<file path="config.mk">
export PLATFORM = sky130hd
export DESIGN_NAME = mips_mc_control
export DESIGN_NICKNAME = d
export VERILOG_FILES = /design/src/rtl/mips_pkg.sv /design/src/rtl/mips_mc_outdec.sv /design/src/rtl/mips_mc_control.sv
export SDC_FILE = /design/constraint.sdc
export NUM_CORES = 1
export LEC_CHECK = 0
export CAP_MARGIN = 0
export CELL_PAD_IN_SITES_DETAIL_PLACEMENT = 0
export CELL_PAD_IN_SITES_GLOBAL_PLACEMENT = 1
export CORE_UTILIZATION = 33
export DETAILED_ROUTE_END_ITERATION = 12
export PLACE_DENSITY = 0.79
export SLEW_MARGIN = 5
export SYNTH_ARGS = -nofsm -noshare
export SYNTH_HDL_FRONTEND = slang
export SYNTH_HIERARCHICAL = 1
export SYNTH_SLANG_ARGS = --single-unit
</file>
<file path="constraint.sdc">
create_clock -name clk -period 2.4 [get_ports clk]
set_clock_uncertainty 0.2 [all_clocks]
set_input_delay 0.24 -clock clk [delete_from_list [all_inputs] [get_ports clk]]
set_output_delay 0.24 -clock clk [all_outputs]
set_load 0.01 [all_outputs]
</file>
<file path="src/rtl/mips_pkg.sv">
// Shared types and encodings for the multicycle MIPS control unit.
package mips_pkg;

  typedef enum logic [3:0] {
    FETCH  = 4'd0,
    DECODE = 4'd1,
    MEMADR = 4'd2,
    MEMRD  = 4'd3,
    MEMWB  = 4'd4,
    MEMWR  = 4'd5,
    EXEC   = 4'd6,
    ALUWB  = 4'd7,
    BRANCH = 4'd8,
    ADDIEX = 4'd9,
    ADDIWB = 4'd10,
    JUMP   = 4'd11,
    JAL    = 4'd12
  } state_t;

  localparam logic [5:0] OP_RTYPE = 6'b000000;
  localparam logic [5:0] OP_LW    = 6'b100011;
  localparam logic [5:0] OP_SW    = 6'b101011;
  localparam logic [5:0] OP_BEQ   = 6'b000100;
  localparam logic [5:0] OP_BNE   = 6'b000101;
  localparam logic [5:0] OP_ADDI  = 6'b001000;
  localparam logic [5:0] OP_J     = 6'b000010;
  localparam logic [5:0] OP_JAL   = 6'b000011;

  localparam logic [1:0] ALUOP_ADD   = 2'b00;
  localparam logic [1:0] ALUOP_SUB   = 2'b01;
  localparam logic [1:0] ALUOP_FUNCT = 2'b10;

  localparam logic [1:0] PCSRC_ALU    = 2'b00;
  localparam logic [1:0] PCSRC_ALUOUT = 2'b01;
  localparam logic [1:0] PCSRC_JUMP   = 2'b10;

  localparam logic [1:0] SRCB_RT    = 2'b00;
  localparam logic [1:0] SRCB_FOUR  = 2'b01;
  localparam logic [1:0] SRCB_IMM   = 2'b10;
  localparam logic [1:0] SRCB_IMMSH = 2'b11;

  typedef struct packed {
    logic       mem_req;
    logic       iord;
    logic       mem_read;
    logic       mem_write;
    logic       ir_write;
    logic       reg_dst;
    logic       mem_to_reg;
    logic       reg_write;
    logic       alu_src_a;
    logic [1:0] alu_src_b;
    logic [1:0] alu_op;
    logic [1:0] pc_source;
    logic       pc_en;
    logic       jal_flag;
  } ctl_t;

endpackage

</file>
<file path="src/rtl/mips_mc_outdec.sv">
// State-to-control-word decoder; only the ready-gated strobes and the
// branch PC enable look at anything besides the state.
module mips_mc_outdec
  import mips_pkg::*;
(
  input  state_t     state,
  input  logic [5:0] opcode,
  input  logic       zero,
  input  logic       rdy,
  output ctl_t       ctl
);

  always_comb begin
    ctl = '0;
    case (state)
      FETCH: begin
        ctl.mem_req   = 1'b1;
        ctl.mem_read  = 1'b1;
        ctl.alu_src_b = SRCB_FOUR;
        ctl.ir_write  = rdy;
        ctl.pc_en     = rdy;
      end
      DECODE: ctl.alu_src_b = SRCB_IMMSH;
      MEMADR: begin
        ctl.alu_src_a = 1'b1;
        ctl.alu_src_b = SRCB_IMM;
      end
      MEMRD: begin
        ctl.mem_req  = 1'b1;
        ctl.mem_read = 1'b1;
        ctl.iord     = 1'b1;
      end
      MEMWB: begin
        ctl.reg_write  = 1'b1;
        ctl.mem_to_reg = 1'b1;
      end
      MEMWR: begin
        ctl.mem_req   = 1'b1;
        ctl.mem_write = rdy;
        ctl.iord      = 1'b1;
      end
      EXEC: begin
        ctl.alu_src_a = 1'b1;
        ctl.alu_op    = ALUOP_FUNCT;
      end
      ALUWB: begin
        ctl.reg_write = 1'b1;
        ctl.reg_dst   = 1'b1;
      end
      BRANCH: begin
        ctl.alu_src_a = 1'b1;
        ctl.alu_op    = ALUOP_SUB;
        ctl.pc_source = PCSRC_ALUOUT;
        ctl.pc_en     = ((opcode == OP_BEQ) && zero) || ((opcode == OP_BNE) && !zero);
      end
      ADDIEX: begin
        ctl.alu_src_a = 1'b1;
        ctl.alu_src_b = SRCB_IMM;
      end
      ADDIWB: ctl.reg_write = 1'b1;
      JUMP: begin
        ctl.pc_source = PCSRC_JUMP;
        ctl.pc_en     = 1'b1;
      end
      JAL: begin
        ctl.pc_source = PCSRC_JUMP;
        ctl.pc_en     = 1'b1;
        ctl.reg_write = 1'b1;
        ctl.jal_flag  = 1'b1;
      end
      default: ;
    endcase
  end

endmodule

</file>
<file path="src/rtl/mips_mc_control.sv">
// Multicycle MIPS control FSM with memory handshake, retire counter and
// sticky illegal-opcode flag.
module mips_mc_control
  import mips_pkg::*;
#(
  parameter int MEM_HANDSHAKE = 1,
  parameter int CNT_W         = 16,
  parameter int HAS_JAL       = 1
) (
  input  logic             clk,
  input  logic             reset,
  input  logic [5:0]       Opcode,
  input  logic             Zero,
  input  logic             mem_ready,
  output logic             mem_req,
  output logic             IorD,
  output logic             MemRead,
  output logic             MemWrite,
  output logic             IRWrite,
  output logic             RegDst,
  output logic             MemtoReg,
  output logic             RegWrite,
  output logic             ALUSrcA,
  output logic [1:0]       ALUSrcB,
  output logic [1:0]       ALUOp,
  output logic [1:0]       PCSource,
  output logic             pc_en,
  output logic             JALFlag,
  output logic             instr_done,
  output logic             illegal_op,
  output logic [CNT_W-1:0] instr_count,
  output logic [3:0]       state_dbg
);

  state_t state, state_nx;
  ctl_t   ctl;
  logic   rdy, retire, decode_bad;

  assign rdy = mem_ready | (MEM_HANDSHAKE == 0);

  always_ff @(posedge clk or negedge reset) begin
    if (!reset) state <= FETCH;
    else        state <= state_nx;
  end

  always_comb begin
    state_nx   = state;
    decode_bad = 1'b0;
    case (state)
      FETCH:  if (rdy) state_nx = DECODE;
      DECODE: begin
        case (Opcode)
          OP_RTYPE:      state_nx = EXEC;
          OP_LW, OP_SW:  state_nx = MEMADR;
          OP_BEQ, OP_BNE: state_nx = BRANCH;
          OP_ADDI:       state_nx = ADDIEX;
          OP_J:          state_nx = JUMP;
          OP_JAL: begin
            if (HAS_JAL != 0) state_nx = JAL;
            else begin
              state_nx   = FETCH;
              decode_bad = 1'b1;
            end
          end
          default: begin
            state_nx   = FETCH;
            decode_bad = 1'b1;
          end
        endcase
      end
      MEMADR: state_nx = (Opcode == OP_SW) ? MEMWR : MEMRD;
      MEMRD:  if (rdy) state_nx = MEMWB;
      MEMWR:  if (rdy) state_nx = FETCH;
      EXEC:   state_nx = ALUWB;
      ADDIEX: state_nx = ADDIWB;
      default: state_nx = FETCH;
    endcase
  end

  mips_mc_outdec u_outdec (
    .state  (state),
    .opcode (Opcode),
    .zero   (Zero),
    .rdy    (rdy),
    .ctl    (ctl)
  );

  // A store retires on the cycle its write is accepted, not while it waits.
  always_comb begin
    retire = 1'b0;
    case (state)
      MEMWB, ALUWB, ADDIWB, BRANCH, JUMP, JAL: retire = 1'b1;
      MEMWR:   retire = rdy;
      default: retire = 1'b0;
    endcase
  end

  always_ff @(posedge clk or negedge reset) begin
    if (!reset) begin
      illegal_op  <= 1'b0;
      instr_count <= '0;
    end else begin
      if (state == DECODE && decode_bad) illegal_op <= 1'b1;
      if (retire) instr_count <= instr_count + CNT_W'(1);
    end
  end

  // Strobes are forced low for as long as reset is held, independent of the clock.
  assign mem_req    = ctl.mem_req   & reset;
  assign MemRead    = ctl.mem_read  & reset;
  assign MemWrite   = ctl.mem_write & reset;
  assign IRWrite    = ctl.ir_write  & reset;
  assign RegWrite   = ctl.reg_write & reset;
  assign pc_en      = ctl.pc_en     & reset;
  assign instr_done = retire        & reset;

  assign IorD      = ctl.iord;
  assign RegDst    = ctl.reg_dst;
  assign MemtoReg  = ctl.mem_to_reg;
  assign ALUSrcA   = ctl.alu_src_a;
  assign ALUSrcB   = ctl.alu_src_b;
  assign ALUOp     = ctl.alu_op;
  assign PCSource  = ctl.pc_source;
  assign JALFlag   = ctl.jal_flag;
  assign state_dbg = state;

endmodule

</file>
==> reports/metrics.csv, run 1 <==
stage;metric;value;unit
status;status;complete, but fails checks;
status;violations;design-rule violations;
hold_path;hold_path_end;instr_count[15]$_DFFE_PN0N_;
layout;stdcell_area;2210;sq um
timing;period_minus_slack;2.32;ns
synthesis;synthFlopType;dfrtp_1;
setup_path;cp.arrival;1.88;ns
die;initial_utilization;34.2;%
route;drtAntennaViolNets;0;
cts;cts_hold_buf;0;
synthesis;syn-cell-area;1490;sq um
hold_path;hold_path.class;reg2reg;
power_and_ir_drop;switching_share;39.0;%
route;drt-met1-wl;1830;um
cts;insertion_delay;0.26;ns
hold_path;min_path_cells;1;
cts;clockBufferDepth;2;
synthesis;synth_area_per_cell;8.86;sq um
timing;finalWorstSetupSlack;0.0845;ns
synthesis;syn_nets;179;
layout;syn_to_final_growth;48.7;%
layout;nets;244;
route;drt_wl_total;3510;um
route;top_layer;met4;
route;drc;2;
route;drt_iter0_drc;52;
setup_path;r2r_start;state_dbg[2]$_DFFE_PN0P_;
power_and_ir_drop;p_int;0.00116;W
power_and_ir_drop;pwr-share-clk;12.3;%
route;wl_met2;1540;um
timing;setup-violations-final;0;
cts;clock_sinks;21;
grt;track_usage;15.9;%
synthesis;synthCells;168;
die;die_w;69.1;um
setup_path;worstPathMaxFanout;2;
grt;antenna_found_initial;0;
setup_path;reg2reg_depth;7;
synthesis;synth_edf_count;0;
power_and_ir_drop;leakagePower;0.976;nW
timing;hold_viol_final;0;
setup_path;startpoint;Opcode[1];
timing;worst_pin_slew;0.342;ns
route;first_pass_iters;11;
synthesis;synth_cell_types;45;
layout;fin_cells;284;
route;vias_per_cell;5.06;
setup_path;reg2reg_slack;0.36;ns
synthesis;synth_most_common_cell;dfrtp_1;
setup_path;r2r-end;instr_count[8]$_DFFE_PN0N_;
cts;cts_root_buffer;clkbuf_8;
timing;worst_slew_margin_rel;76.9;%
synthesis;post-synth-top-area-cell;dfrtp_1;
synthesis;synthTopCellsByCount;dfrtp_1 (21), nor2_1 (14), xnor2_1 (14);
grt;grt_pass1_wl;6320;um
route;vias;1437;
grt;grt_max_degree;22;
placement;dp_cells;277;
placement;place_congestion;0.774;
synthesis;yosys.area.top_type_share;35.3;%
power_and_ir_drop;pwr_density_cell;860;nW/um^2
power_and_ir_drop;ir_drop;0.000567;V
cts;clk_pin_slew;0.08;ns
power_and_ir_drop;power_switching;0.000742;W
power_and_ir_drop;pwr-share-comb;61.8;%
die;core_area;4350;sq um
setup_path;critPathKind;in2out;
timing;period_share;96.5;%
setup_path;crit_path_start_kind;input pin;
die;die_area;4780;sq um
timing;fin_tns_setup;0;ns
synthesis;ys.warnings.count;6;
timing;slew_violations;0;
setup_path;end_kind;output port;
grt;grt_pass1_vias;1369;
die;dieHeight;69.1;um
placement;port_buffers;48;
grt;gr-total-overflow;0;
synthesis;synth_seq_cells;21;
placement;place_area;2120;sq um
power_and_ir_drop;seqPwrFrac;26.0;%
layout;antenna_cells;0;
flow_run;drv_cap;0;
cts;h-tree-depth;1;
die;rows;24;
die;io_pins;49;
placement;hpwl;2710;um
setup_path;required;1.96;ns
synthesis;async_reset_ff_share;100;%
synthesis;seq_area_frac_synth;35.3;%
hold_path;min-delay-start;instr_count[15]$_DFFE_PN0N_;
timing;timing.fmax;432;MHz
route;post_drt_wl_per_cell;12.4;um
layout;drive_gt1_share;18.5;%
route;met3_length;127;um
synthesis;yosys-top-cells-area;dfrtp_1 (35%), xnor2_1 (8.2%), and2_1 (3.8%);
cts;cts_buffers;3;
cts;tritoncts;yes;
placement;dp_slack;-0.229;ns
[worst max-delay path by stage]
stage | endpoint | slack, ns | cells after the start
final | pc_en | 0.08 | 6
after global routing | MemRead | -0.004 | 6
after CTS | RegWrite | 0.007 | 6
after detailed placement | pc_en | -0.23 | 6
after global placement | pc_en | -0.21 | 6
after floorplan | instr_done | 0.39 | 6
[flip-flops by register name, summed over array words and instances, names as in the netlist]
| register | cells |
|---|---|
| illegal_op | 1 |
| instr_count | 16 |
| state_dbg | 4 |
[metal layers]
metal  track usage (%)  up-vias
met3              3.22        2
met4              4.08        0
met2              24.4       30
met1              22.7      684
met5                 0        -
li1                  -      721
[power by group through the flow]
stage | logic (W) | clock network, W | registers [W]
global route | 0.00130 | 0.000258 | 0.000505
global placement | 0.00115 | 0 | 0.000504
finish | 0.00117 | 0.000233 | 0.000494
CTS | 0.00115 | 0.000240 | 0.000497
floorplan | 0.000633 | 0 | 0.000518
detailed placement | 0.00115 | 0 | 0.000506
[per-stage QoR]
step	power, W	util, %	hold WS [ns]
floorplan	0.00115	-	-0.256
global placement	0.00165	48.7	0.270
detailed placement	0.00166	48.7	0.273
CTS	0.00189	50.1	0.284
global route	0.00206	50.8	0.306
finish	0.00190	50.8	0.281
[critical path, cell delays in order]
cell,delay (ns)
clkdlybuf4s50_1,0.42
or4b_4,0.54
nor4b_2,0.21
or3_1,0.12
and2_1,0.12
clkdlybuf4s15_1,0.23
[cells in the final DEF, fill, tap and decap left out, types with 2 or more instances in the layout]
master,synthesis,layout
nor2_1,14,14
and3_1,8,8
nor3_1,5,5
and2_1,9,9
nand3_1,6,6
dlymetal6s2s_1,0,3
xnor2_1,14,14
buf_4,1,22
inv_2,2,2
a21oi_1,9,9
clkdlybuf4s50_1,0,41
a31o_1,2,2
dlygate4sd2_1,0,2
xor2_1,4,4
clkbuf_8,0,3
o21ai_0,5,5
nand2b_1,6,6
dfrtp_2,0,2
nor2b_2,0,2
nor2b_1,6,4
clkdlybuf4s15_1,0,2
mux2i_1,2,2
a211o_1,2,2
dfrtp_1,21,19
or3_1,2,2
nand4_1,7,7
nand2_1,11,11
[timing repair]
item,in CTS,in global routing
gates resized for setup,6,8
buffers inserted,2,1
gates cloned,0,0
endpoints found under the setup margin,5,4
[logic make-up (layout without fill, tap and decap cells)]
| group | after synthesis | after routing | synth area share [%] |
|---|---|---|---|
| compound gates | 28 | 28 | 13.0 |
| xor+xnor | 18 | 18 | 10.6 |
| buf+inv | 14 | 78 | 5.72 |
| flops | 21 | 21 | 35.3 |
| mux | 2 | 2 | 1.35 |
| simple gates | 84 | 84 | 33.2 |
| fa+ha+maj | 1 | 1 | 0.841 |
[cell type report]
cell class              count  area [sq um]
well taps                  52          65.1
repair buffers             71           671
clock inverters             1          5.00
clock buffers               3          41.3
multi-input cells         133           891
fillers                   439          2140
flip-flops and latches     21           528
inverters                   3          11.3
No activity file was read; power rests on OpenSTA's default activity.
==> run 2, diff against run 1 <==
--- a/config.mk
+++ b/config.mk
@@ -8,6 +8,7 @@
 export CAP_MARGIN = 0
 export CELL_PAD_IN_SITES_DETAIL_PLACEMENT = 0
 export CELL_PAD_IN_SITES_GLOBAL_PLACEMENT = 1
+export CORE_ASPECT_RATIO = 0.8
 export CORE_UTILIZATION = 33
 export DETAILED_ROUTE_END_ITERATION = 12
 export PLACE_DENSITY = 0.79
==> run 2 against run 1 <==
Effect of this change:
- sequential power barely moved
- fmax fell by 0.36%
- critical endpoint is now PCSource[1]
- the run now ends clean
- largest cell class unchanged
- sequential share of layout area fell by 0.75 points
- critical path depth fell by 2
- global-route usage rose by 0.42 points
==> reports/metrics.csv, run 2 (synthesized netlist as in run 1, its figures left out) <==
stage;metric;value;unit;change
layout;syn_to_final_growth;54.2;%;was 48.7%
cts;tritoncts;yes;;unchanged
layout;antenna_cells;0;;unchanged
die;die_area;4780;sq um;about the same
cts;cts_buffers;3;;unchanged
setup_path;crit_path_start_kind;register;;was input pin
route;drt_wl_total;3690;um;was 3510 um
route;post_drt_wl_per_cell;12.4;um;about the same
setup_path;r2r_start;state_dbg[3]$_DFFE_PN0P_;;was state_dbg[2]$_DFFE_PN0P_
placement;port_buffers;48;;unchanged
power_and_ir_drop;ir_drop;0.000412;V;was 0.000567 V
hold_path;min-delay-start;illegal_op$_DFFE_PN0P_;;was instr_count[15]$_DFFE_PN0N_
status;status;completed;;was complete, but fails checks
timing;fin_tns_setup;0;ns;unchanged
placement;dp_cells;287;;was 277
cts;h-tree-depth;1;;unchanged
route;first_pass_iters;4;;was 11
power_and_ir_drop;leakagePower;1.09;nW;was 0.976 nW
layout;largest_reg_flops;16;;unchanged
die;core_area;4260;sq um;was 4350 sq um
layout;final_cell_mix;clkdlybuf4s50_1 (37), buf_4 (32), dfrtp_1 (17), nor2_1 (14), xnor2_1 (14);;was clkdlybuf4s50_1 (41), buf_4 (22), dfrtp_1 (19), nor2_1 (14), xnor2_1 (14)
route;vias;1441;;was 1437
route;drt_iter0_drc;46;;was 52
grt;grt_pass1_vias;1296;;was 1369
die;initial_utilization;35.0;%;was 34.2%
layout;fin_cells;298;;was 284
layout;multi_input_area;906;sq um;was 891 sq um
grt;grt_pass1_wl;6170;um;was 6320 um
cts;clock_sinks;21;;unchanged
timing;hold_viol_final;0;;unchanged
timing;finalWorstSetupSlack;0.0761;ns;was 0.0845 ns
hold_path;hold_path.class;reg2reg;;unchanged
setup_path;startpoint;state_dbg[0]$_DFFE_PN0P_;;was Opcode[1]
setup_path;required;1.96;ns;about the same
layout;regArea;531;sq um;was 528 sq um
timing;worst_slew_margin_rel;78.2;%;was 76.9%
route;drtAntennaViolNets;0;;unchanged
setup_path;cp.arrival;1.88;ns;about the same
layout;layout_commonest_cell;clkdlybuf4s50_1;;unchanged
layout;nets;253;;was 244
route;drc;0;;was 2
timing;period_share;96.8;%;was 96.5%
layout;drive_gt1_share;22.8;%;was 18.5%
timing;period_minus_slack;2.32;ns;about the same
flow_run;drv_cap;0;;unchanged
power_and_ir_drop;seqPwrFrac;25.1;%;was 26.0%
die;io_pins;49;;unchanged
power_and_ir_drop;pwr_density_cell;853;nW/um^2;was 860 nW/um^2
grt;antenna_found_initial;0;;unchanged
placement;place_congestion;0.804;;was 0.774
layout;fin_util;53.9;%;was 50.8%
grt;grt_max_degree;14;;was 22
timing;rsz0062_at_grt;yes;;
power_and_ir_drop;power_switching;0.000754;W;was 0.000742 W
cts;cts_hold_buf;0;;unchanged
layout;stdcell_area;2290;sq um;was 2210 sq um
setup_path;critPathKind;reg2out;;was in2out
die;dieHeight;62.1;um;was 69.1 um
die;rows;21;;was 24
cts;clk_pin_slew;0.07;ns;was 0.08 ns
timing;worst_pin_slew;0.324;ns;was 0.342 ns
die;die_w;77.1;um;was 69.1 um
grt;track_usage;16.3;%;was 15.9%
setup_path;end_kind;output port;;unchanged
power_and_ir_drop;pwr-share-comb;63.1;%;was 61.8%
timing;timing.fmax;430;MHz;was 432 MHz
placement;dp_slack;-0.224;ns;was -0.229 ns
grt;gr-total-overflow;0;;unchanged
route;vias_per_cell;4.84;;was 5.06
layout;regMostFlops;instr_count;;unchanged
layout;fillers;404;;was 439
cts;insertion_delay;0.26;ns;about the same
placement;place_area;2150;sq um;was 2120 sq um
cts;cts_root_buffer;clkbuf_8;;unchanged
power_and_ir_drop;p_int;0.00120;W;was 0.00116 W
setup_path;worstPathMaxFanout;8;;was 2
placement;hpwl;2810;um;was 2710 um
power_and_ir_drop;switching_share;38.5;%;was 39.0%
cts;clockBufferDepth;2;;unchanged
timing;setup-violations-final;0;;unchanged
power_and_ir_drop;pwr-share-clk;11.8;%;was 12.3%
timing;slew_violations;0;;unchanged
## run 2: changes by cell type in the layout (fill, tap and decap cells not counted), moves of 2 or more
cell             previous run  this run
buf_4                      22        32
clkdlybuf4s50_1            41        37
dfrtp_1                    19        17
dfrtp_2                     2         4
dlymetal6s2s_1              3         7
## run 2: metrics by stage
stage / hold WS [ns] / power (W)
final: 0.273 / 0.00196
after global routing: 0.299 / 0.00213
after CTS: 0.280 / 0.00194
after detailed placement: 0.258 / 0.00166
after global placement: 0.263 / 0.00166
after floorplan: -0.256 / 0.00115
## run 2: repair_timing
action / CTS / global route
pin swaps: 0 / 1
setup endpoints to repair: 7 / 11
endpoints found under the hold margin: 0 / 0
buffers inserted: 6 / 1
gates resized for setup: 8 / 15
## run 2: area by class of cell
class	count	share of cell area [%]
clock buffers	4	1.96
inverters	3	0.491
well taps	57	3.11
repair buffers	80	31.8
multi-input cells	133	39.5
flip-flops and latches	21	23.1
## run 2: path summary, 6_finish.rpt
check                                         endpoint  cells after the start  slack [ns]
max                                        PCSource[1]                      4        0.08
min                             illegal_op$_DFFE_PN0P_                      1        0.27
max reg2reg                 instr_count[8]$_DFFE_PN0N_                      7        0.39
min reg2reg                     illegal_op$_DFFE_PN0P_                      1        0.27
max in group asynchronous     state_dbg[3]$_DFFE_PN0P_                      2        1.48
min in group asynchronous  instr_count[13]$_DFFE_PN0N_                      2        0.36
## run 2: critical path: stages, from the launching register on
cell	delay, ns
dfrtp_2	0.40
buf_4	0.17
nor4bb_2	0.35
a31o_1	0.16
clkdlybuf4s50_1	0.54
## run 2: per-layer routing
| layer | GRT usage [%] | vias to the layer above | wire [um] |
|---|---|---|---|
| met5 | 0 | - | 0 |
| met4 | 1.62 | 0 | 0 |
| met3 | 3.50 | 0 | 167 |
| met2 | 25.1 | 40 | 1520 |
| met1 | 24.3 | 660 | 2000 |
| li1 | - | 741 | - |
## run 2: power groups by stage
stage	Sequential (W)	Combinational, W	Clock, W
2_1_floorplan	0.000518	0.000633	0
3_3_place_gp	0.000520	0.00114	0
3_5_place_dp	0.000521	0.00114	0
4_1_cts	0.000492	0.00121	0.000238
5_1_grt	0.000505	0.00137	0.000252
6_report	0.000492	0.00123	0.000230
